--- config.mk ---
export PLATFORM = sky130hd
export DESIGN_NAME = rfid_poll_scheduler
export DESIGN_NICKNAME = d
export VERILOG_FILES = /design/src/rtl/rfid_poll_scheduler.sv
export SDC_FILE = /design/constraint.sdc
export NUM_CORES = 1
export LEC_CHECK = 0
export ABC_AREA = 1
export BUFFER_PORTS_ARGS = -buffer_cell sky130_fd_sc_hd__buf_4
export CAP_MARGIN = 30
export CORE_UTILIZATION = 55
export CTS_BUF_LIST = sky130_fd_sc_hd__clkbuf_8
export DETAILED_ROUTE_END_ITERATION = 10
export PLACE_DENSITY = 0.78
export SYNTH_ARGS = -nofsm -noshare
export SYNTH_HDL_FRONTEND = slang
export SYNTH_SLANG_ARGS = --single-unit
--- constraint.sdc ---
create_clock -name clk -period 5.95 [get_ports clk]
set_input_delay 0.595 -clock clk [delete_from_list [all_inputs] [get_ports clk]]
set_output_delay 0.595 -clock clk [all_outputs]
set_load 0.02 [all_outputs]
--- src/rtl/rfid_poll_scheduler.sv ---
// rfid_poll_scheduler: periodically polls the RC522 reader controller,
// supervises each transaction with a timeout and turns the raw read results
// into a debounced card-present state with one-cycle appear/remove events.
module rfid_poll_scheduler #(
  parameter int POLL_PERIOD = 5000000,
  parameter int TIMEOUT     = 1000000,
  parameter int MISS_LIMIT  = 3
) (
  input  logic        clk,
  input  logic        rst,
  input  logic        enable,
  output logic        rc_start,
  input  logic        rc_done,
  input  logic [31:0] rc_uid,
  output logic [31:0] card_uid,
  output logic        card_valid,
  output logic        new_card,
  output logic        card_removed,
  output logic        timeout_err,
  output logic        busy
);

  localparam int PER_W  = (POLL_PERIOD > 1) ? $clog2(POLL_PERIOD + 1) : 1;
  localparam int TMO_W  = (TIMEOUT > 1) ? $clog2(TIMEOUT + 1) : 1;
  localparam int MISS_W = $clog2(MISS_LIMIT + 1);

  // Last count values; comparing against "limit - 1" keeps every compare
  // inside the counter width.
  localparam logic [PER_W-1:0]  PER_LAST  = PER_W'(POLL_PERIOD - 1);
  localparam logic [TMO_W-1:0]  TMO_LAST  = TMO_W'(TIMEOUT - 1);
  localparam logic [MISS_W-1:0] MISS_MAX  = MISS_W'(MISS_LIMIT);
  localparam logic [MISS_W-1:0] MISS_PRE  = MISS_W'(MISS_LIMIT - 1);

  typedef enum logic [2:0] {
    IDLE        = 3'd0,
    START       = 3'd1,
    WAIT_DONE   = 3'd2,
    EVAL        = 3'd3,
    WAIT_PERIOD = 3'd4
  } state_t;

  state_t state;
  state_t state_next;

  logic [PER_W-1:0]  per_cnt;
  logic [TMO_W-1:0]  tmo_cnt;
  logic [MISS_W-1:0] miss_cnt;
  logic [31:0]       cap_uid;
  logic              hit;
  logic              tmo_flag;
  logic              tmo_expire;

  // The reader is declared hung only when done did not arrive on the last
  // allowed cycle; done on that same cycle still counts as a good read.
  assign tmo_expire = (state == WAIT_DONE) && !rc_done && (tmo_cnt == TMO_LAST);

  // State register.
  always_ff @(posedge clk or posedge rst) begin
    if (rst) begin
      state <= IDLE;
    end else begin
      state <= state_next;
    end
  end

  // Next-state decode plus the outputs that follow directly from the state.
  always_comb begin
    state_next = state;
    rc_start   = 1'b0;
    busy       = 1'b0;
    case (state)
      IDLE: begin
        if (enable) begin
          state_next = START;
        end
      end
      START: begin
        rc_start   = 1'b1;
        busy       = 1'b1;
        state_next = WAIT_DONE;
      end
      WAIT_DONE: begin
        busy = 1'b1;
        if (rc_done || (tmo_cnt == TMO_LAST)) begin
          state_next = EVAL;
        end
      end
      EVAL: begin
        busy       = 1'b1;
        state_next = enable ? WAIT_PERIOD : IDLE;
      end
      WAIT_PERIOD: begin
        if (!enable) begin
          state_next = IDLE;
        end else if (per_cnt == PER_LAST) begin
          state_next = START;
        end
      end
      default: begin
        state_next = IDLE;
      end
    endcase
  end

  // Transaction timeout counter: cleared on START, counts WAIT_DONE cycles.
  always_ff @(posedge clk or posedge rst) begin
    if (rst) begin
      tmo_cnt <= '0;
    end else if (state == START) begin
      tmo_cnt <= '0;
    end else if (state == WAIT_DONE) begin
      tmo_cnt <= tmo_cnt + TMO_W'(1);
    end
  end

  // Poll period counter: restarts after every EVAL and while idle.
  always_ff @(posedge clk or posedge rst) begin
    if (rst) begin
      per_cnt <= '0;
    end else if (state == WAIT_PERIOD) begin
      if (per_cnt != PER_LAST) begin
        per_cnt <= per_cnt + PER_W'(1);
      end else begin
        per_cnt <= '0;
      end
    end else begin
      per_cnt <= '0;
    end
  end

  // Capture the result of the current transaction for evaluation in EVAL.
  always_ff @(posedge clk or posedge rst) begin
    if (rst) begin
      cap_uid  <= '0;
      hit      <= 1'b0;
      tmo_flag <= 1'b0;
    end else if (state == START) begin
      hit      <= 1'b0;
      tmo_flag <= 1'b0;
    end else if (state == WAIT_DONE) begin
      if (rc_done) begin
        cap_uid <= rc_uid;
        hit     <= (rc_uid != 32'h0);
      end else if (tmo_expire) begin
        hit      <= 1'b0;
        tmo_flag <= 1'b1;
      end
    end
  end

  // Card presence tracking and one-cycle event pulses, updated leaving EVAL.
  always_ff @(posedge clk or posedge rst) begin
    if (rst) begin
      card_uid     <= '0;
      card_valid   <= 1'b0;
      new_card     <= 1'b0;
      card_removed <= 1'b0;
      timeout_err  <= 1'b0;
      miss_cnt     <= '0;
    end else begin
      new_card     <= 1'b0;
      card_removed <= 1'b0;
      timeout_err  <= 1'b0;
      if (state == EVAL) begin
        timeout_err <= tmo_flag;
        if (hit) begin
          miss_cnt <= '0;
          if (!card_valid || (cap_uid != card_uid)) begin
            card_uid   <= cap_uid;
            card_valid <= 1'b1;
            new_card   <= 1'b1;
          end
        end else begin
          if (miss_cnt != MISS_MAX) begin
            miss_cnt <= miss_cnt + MISS_W'(1);
          end
          if (card_valid && (miss_cnt == MISS_PRE)) begin
            card_valid   <= 1'b0;
            card_uid     <= '0;
            card_removed <= 1'b1;
          end
        end
      end
    end
  end

endmodule

==> reports/metrics.cfg, run 1 <==
[run_status]
status=complete, no violations

[sta]
worst_pin_slew_ps=924
tns_ps=0
layout_min_cycle_time_ps=2480
grt_setup_unrepaired=false
max_freq_mhz=404
hold_viol=0
fin_skew_ps=8.09
timing.final.crit_share_pct=41.6
drv_slew=0
final-setup-viol-count=0
maxSlewHeadroom_pct=38.3

[yosys]
synthArstFlopShare_pct=100
synth_edf_count=0
yosysTopAreaCell=dfrtp_1
syn_area_um2=6260
synth_area_leaders=dfrtp_1 (47%), nand2_1 (16%), inv_1 (8.2%)
yosysWarnings=0
synth_nets=877
ys_ff_latch=118
yosysUniqueCellTypes=40
syn_inst=837
avgSynthCellArea_um2=7.48
ys.flop_type=dfrtp_1
synthDominantCellAreaShare_pct=47.2
ys_seq_area_share_pct=47.2

[pwr]
p_per_area_nw_per_um2=426
ir_worst_vdd_mv=0.257
leakagePower_nw=3.98
power_mw=3.15

[setup_path]
required_ps=6340
critical-path-top-delay-family=simple AND/OR/NAND/NOR gates
rr_worst_depth=5
cp_slowest_stage_delay_ps=740
path_cells=inv_1 -> nand4_2 -> nand2_4 -> nand2_1 -> nand2_1
worstSetupEndpointType=flop
crit_buf_inv=1
worstSetupStartpointType=flop
cp.arrival_ps=2860
cpMostUsedCell=nand2_1
critPathSlowestCell=nand4_2
regToRegSetupSlack_ps=3470
r2r_start=hit$_DFFE_PP0P_
cp_max_fo=34
reg2reg_to=card_uid[17]$_DFFE_PP0P_
worstSetupPathType=flop to flop

[clock_network]
numCtsBuffers=17
cts_hold_buf=0
cts.clk_slew.worst_paths_ps=70
clock_latency_ps=440
cts_sinks=118
cts_resized=0
cts_tree=done
cts_setup_buffers=0
htree_levels=4
cts_root_buffer=clkbuf_8
cts.path.max_buffers=2

[detailed_routing]
routed_wl_um=14000
final_antenna_net_count=0
vias_per_cell=5.19
wl_per_cell_um=13.2
drc=0
vias=5520
drt-initial-drc-count=427
firstDrtPassIters=7

[grt]
grt_max_degree=67
grt_pass1_wl_um=23500
antenna_found_initial=0
grt_usage_pct=25.9
grt_overflow_total=0
first_global_vias=5061

[floorplanning]
die_y_um=109
num_rows=38
start_util_pct=57.0
ios=74
die_w_um=109
coreArea_um2=11000
dieArea_um2=11800

[run]
cap_violations=0

[place]
portBuffers=73
gp_congestion=0.893
dp_hpwl_um=9580

[final_layout]
drive_gt1_share_pct=14.8
fin_nets=950
final_common_cell=nand2_1
diodes=0
area_growth_pct=18.1
most-common-layout-cells=nand2_1 (269), inv_1 (135), dfrtp_1 (118)

[min_path]
hold_class=input port to asynchronous set/reset pin

==> worst register-to-register path, cell delays in order, from the launching register on <==
cell     delay (ps)
dfrtp_1         570
inv_1           230
nand4_2         740
nand2_4         670
nand2_1         130
nand2_1          80
==> per-layer routing <==
layer	wire length (um)	share of wire (%)	up-vias	global-route usage, %
met5	0	0	-	0
met1	6290	45	2583	35.2
li1	-	-	2762	-
met2	6680	48	153	41.2
met3	751	5.4	22	5.38
met4	266	1.9	0	9.65
==> where the power goes <==
part / leakage [nW] / internal (mW) / switching (mW) / total (mW)
registers: 1.57 / 1.00 / 0.221 / 1.22
clock network: 0.238 / 0.561 / 0.332 / 0.893
logic: 2.17 / 0.396 / 0.639 / 1.04
==> flip-flops by register name (all words and copies together), names as in the netlist <==
signal and flops:
cap_uid 32, card_uid 32, per_cnt 23, tmo_cnt 20
state 3, miss_cnt 2, card_removed 1, card_valid 1
hit 1, new_card 1, timeout_err 1, tmo_flag 1
==> cell usage after synthesis (3+ instances only) <==
cell      instances
o22ai_1           3
inv_2             5
buf_2             7
nor3_4            5
clkbuf_1          9
nor2_1           62
ha_1              4
a21oi_1          17
o21ai_0          44
nand4_1          16
nor3_1           20
nor2_2            4
nand2_1         269
xnor2_1           8
nor4_1           10
nand3_1          51
inv_1           136
nand2_4           3
buf_4             3
dfrtp_1         118
nor3_2            4
o21ai_1           9
xor2_1            8
==> cells by family (layout without fill, tap and decap cells) <==
| logic type | after synthesis | in the layout | share of synthesized area (%) |
|---|---|---|---|
| multiplexers | 1 | 1 | 0.180 |
| buffers and inverters | 164 | 250 | 10.5 |
| XOR/XNOR | 16 | 16 | 2.24 |
| AO/OA/AOI/OAI | 79 | 79 | 6.68 |
| adder cells (fa/ha/maj) | 4 | 4 | 0.800 |
| AND/OR/NAND/NOR | 455 | 455 | 32.5 |
| flip-flops | 118 | 118 | 47.2 |
==> cell type report <==
| cell class | instances | area (um2) |
|---|---|---|
| multi-input cells | 555 | 2650 |
| flip-flops and latches | 118 | 2950 |
| clock buffers | 19 | 262 |
| well taps | 140 | 175 |
| clock inverters | 13 | 226 |
| inverters | 143 | 544 |
| fillers | 935 | 3590 |
| repair buffers | 75 | 583 |
==> how the worst max path moves through the flow <==
stage                    startpoint  slack, ps                        to  depth (start not counted)
6_report            hit$_DFFE_PP0P_       3470  card_uid[17]$_DFFE_PP0P_                          5
5_1_grt        state[2]$_DFFE_PP0P_       3220   card_uid[2]$_DFFE_PP0P_                          5
4_1_cts             hit$_DFFE_PP0P_       3430  card_uid[29]$_DFFE_PP0P_                          5
3_5_place_dp        hit$_DFFE_PP0P_       3450  card_uid[29]$_DFFE_PP0P_                          5
3_3_place_gp        hit$_DFFE_PP0P_       3170   card_uid[9]$_DFFE_PP0P_                          5
2_1_floorplan                   rst       2230    cap_uid[0]$_DFFE_PP0P_                          1
==> metrics by stage <==
step                instance area (um2)  hold slack (ps)  std cells  utilization, %  worst slack [ps]
floorplan                          6260              434        837               -              2230
global placement                   6880              454       1030            62.6              3170
detailed placement                 6910              455       1031            62.9              3450
CTS                                7390              340       1063            67.3              3430
global route                       7390              352       1063            67.3              3220
finish                             7390              318       1063            67.3              3470
(Power assumes the default switching activity.)
==> run 2: changes to the inputs <==
- clock period: 5.95 -> 2.5 ns (I/O delays scaled with it)
==> reports/metrics.cfg, run 2 (synthesized netlist as in run 1, its figures left out) <==
[run_status]
status=finished with violations
violations=hold timing

[sta]
hold_viol=15  ; +15
final-setup-viol-count=0  ; unchanged
layout_min_cycle_time_ps=1940  ; -536 ps
drv_slew=0  ; unchanged
whs_ps=-22.7  ; -340 ps
maxSlewHeadroom_pct=58.1  ; +20 points
tns_ps=0  ; unchanged
timing.final.crit_share_pct=77.7  ; +36 points
max_freq_mhz=515  ; +28%
worst_pin_slew_ps=629  ; -295 ps
fin_skew_ps=13.7  ; +5.65 ps
grt_setup_unrepaired=false

[floorplanning]
start_util_pct=57.0  ; unchanged
dieArea_um2=11800  ; unchanged
num_rows=38  ; unchanged
die_w_um=109  ; unchanged
coreArea_um2=11000  ; unchanged
die_y_um=109  ; unchanged
ios=74  ; unchanged

[detailed_routing]
wl_per_cell_um=12.9  ; -1.5%
drt-initial-drc-count=308  ; -28%
drc=0  ; unchanged
firstDrtPassIters=5  ; -2
vias=5404  ; -2.1%
routed_wl_um=13800  ; -1.2%
vias_per_cell=5.06  ; -2.5%
final_antenna_net_count=0  ; unchanged

[setup_path]
critPathSlowestCell=dfrtp_1
crit_buf_inv=0  ; -1
critPathLaunch=card_uid[6]$_DFFE_PP0P_
cpMostUsedCell=nand2_1
cp_max_fo=32  ; -5.9%
worstSetupEndpointType=flop
critical-path-top-delay-family=simple AND/OR/NAND/NOR gates
cp_slowest_stage_delay_ps=430  ; -310 ps
cp.arrival_ps=2250  ; -610 ps
path_cells=xnor2_1 -> nand2_1 -> nor2_1 -> nand2_1 -> nor2_1 -> nand3_1 -> nand2_4 -> nand2_4 -> nand2_1 -> nand2_1
required_ps=2810  ; -3530 ps
r2r_start=card_uid[6]$_DFFE_PP0P_
worstSetupStartpointType=flop
worstSetupPathType=flop to flop

[final_layout]
nFillCells=930  ; -0.53%
finalNonFillerCells=1067  ; +0.38%
fin_nets=954  ; +0.42%
diodes=0  ; unchanged
final_common_cell=nand2_1
post-route-cell-area_um2=7360  ; -0.44%
most-common-layout-cells=nand2_1 (269), inv_1 (136), dfrtp_1 (118)
drive_gt1_share_pct=15.1  ; +0.26 points
top_regs=cap_uid: 32 flops, card_uid: 32 flops, per_cnt: 23 flops
area_growth_pct=17.6

[place]
gp_congestion=0.871  ; -2.5%
dp.cells=1035  ; +0.39%
placedInstanceArea_um2=6930  ; +0.34%
portBuffers=73  ; unchanged
dp_hpwl_um=9400  ; -1.9%

[grt]
grt_pass1_wl_um=22800  ; -3.0%
grt_usage_pct=25.2  ; -0.74 points
grt_max_degree=119  ; +78%
grt_overflow_total=0  ; unchanged
first_global_vias=4956  ; -2.1%
antenna_found_initial=0  ; unchanged

[clock_network]
cts_root_buffer=clkbuf_8
numCtsBuffers=17  ; unchanged
cts.path.max_buffers=2  ; unchanged
cts.clk_slew.worst_paths_ps=80  ; about the same
cts_tree=done
cts_hold_buf=0  ; unchanged
cts_setup_buffers=0  ; unchanged
cts_sinks=118  ; unchanged
clock_latency_ps=430  ; about the same
cts_resized=0  ; unchanged
htree_levels=4  ; unchanged

[pwr]
ir_worst_vdd_mv=0.780  ; +200%
leakagePower_nw=3.95  ; -0.57%
p_per_area_nw_per_um2=983  ; +130%

[run]
cap_violations=0  ; unchanged

[min_path]
hold_class=input port to asynchronous set/reset pin

==> run 2: cell types whose count changed in the layout (fill, tap and decap cells not counted), sizes merged <==
| cell | delta |
|---|---|
| bufinv | -2 |
| clkbuf | -1 |
| clkinv | -1 |
| clkinvlp | +4 |
| buf | +4 |
==> run 2: layout make-up <==
type / instances / area, um2 / area share (%)
Tap cell: 140 / 175 / 2.38
Sequential cell: 118 / 2950 / 40.1
Multi-Input combinational cell: 555 / 2650 / 36.0
Timing Repair Buffer: 79 / 606 / 8.23
Clock inverter: 14 / 184 / 2.50
Clock buffer: 18 / 248 / 3.37
Inverter: 143 / 546 / 7.41
==> run 2: worst paths after layout <==
check	to	slack (ps)	cells after the start
min in group clk	cap_uid[16]$_DFFE_PP0P_	20	3
max in group asynchronous	state[2]$_DFFE_PP0P_	2030	3
worst max register to register	card_uid[20]$_DFFE_PP0P_	560	10
worst max-delay path	card_uid[20]$_DFFE_PP0P_	560	10
worst min-delay path	card_uid[14]$_DFFE_PP0P_	-20	3
worst min register to register	per_cnt[22]$_DFF_PP0_	500	1
==> run 2: metrics by stage <==
step | power, mW | setup slack [ps] | hold WS [ps] | utilization, %
2_1_floorplan | 4.59 | 809 | 367 | -
3_3_place_gp | 5.34 | 609 | 463 | 63.1
3_5_place_dp | 5.39 | 590 | 469 | 63.1
4_1_cts | 7.27 | 558 | 10.2 | 67.0
5_1_grt | 7.76 | 364 | 0.857 | 67.0
6_report | 7.24 | 558 | -22.7 | 67.0
==> run 2: worst reg2reg max path, delay by kind of cell (launching register included) <==
kind             cells  cell delay, ps
XOR/XNOR             1             210
flip-flops           1             430
AND/OR/NAND/NOR      9            1190
==> run 2: layer usage <==
metal	wire length, um	part of all wire [%]	track usage, %
met1	6440	47	34.5
met2	6510	47	39.7
met3	707	5.1	5.44
met4	154	1.1	8.69
met5	0	0	0
==> run 2: where the power goes <==
group          switching [mW]  leakage, nW  total (mW)  internal [mW]
clock                   0.777        0.204        1.88           1.10
sequential              0.468         1.57        2.85           2.39
combinational            1.57         2.18        2.50          0.930
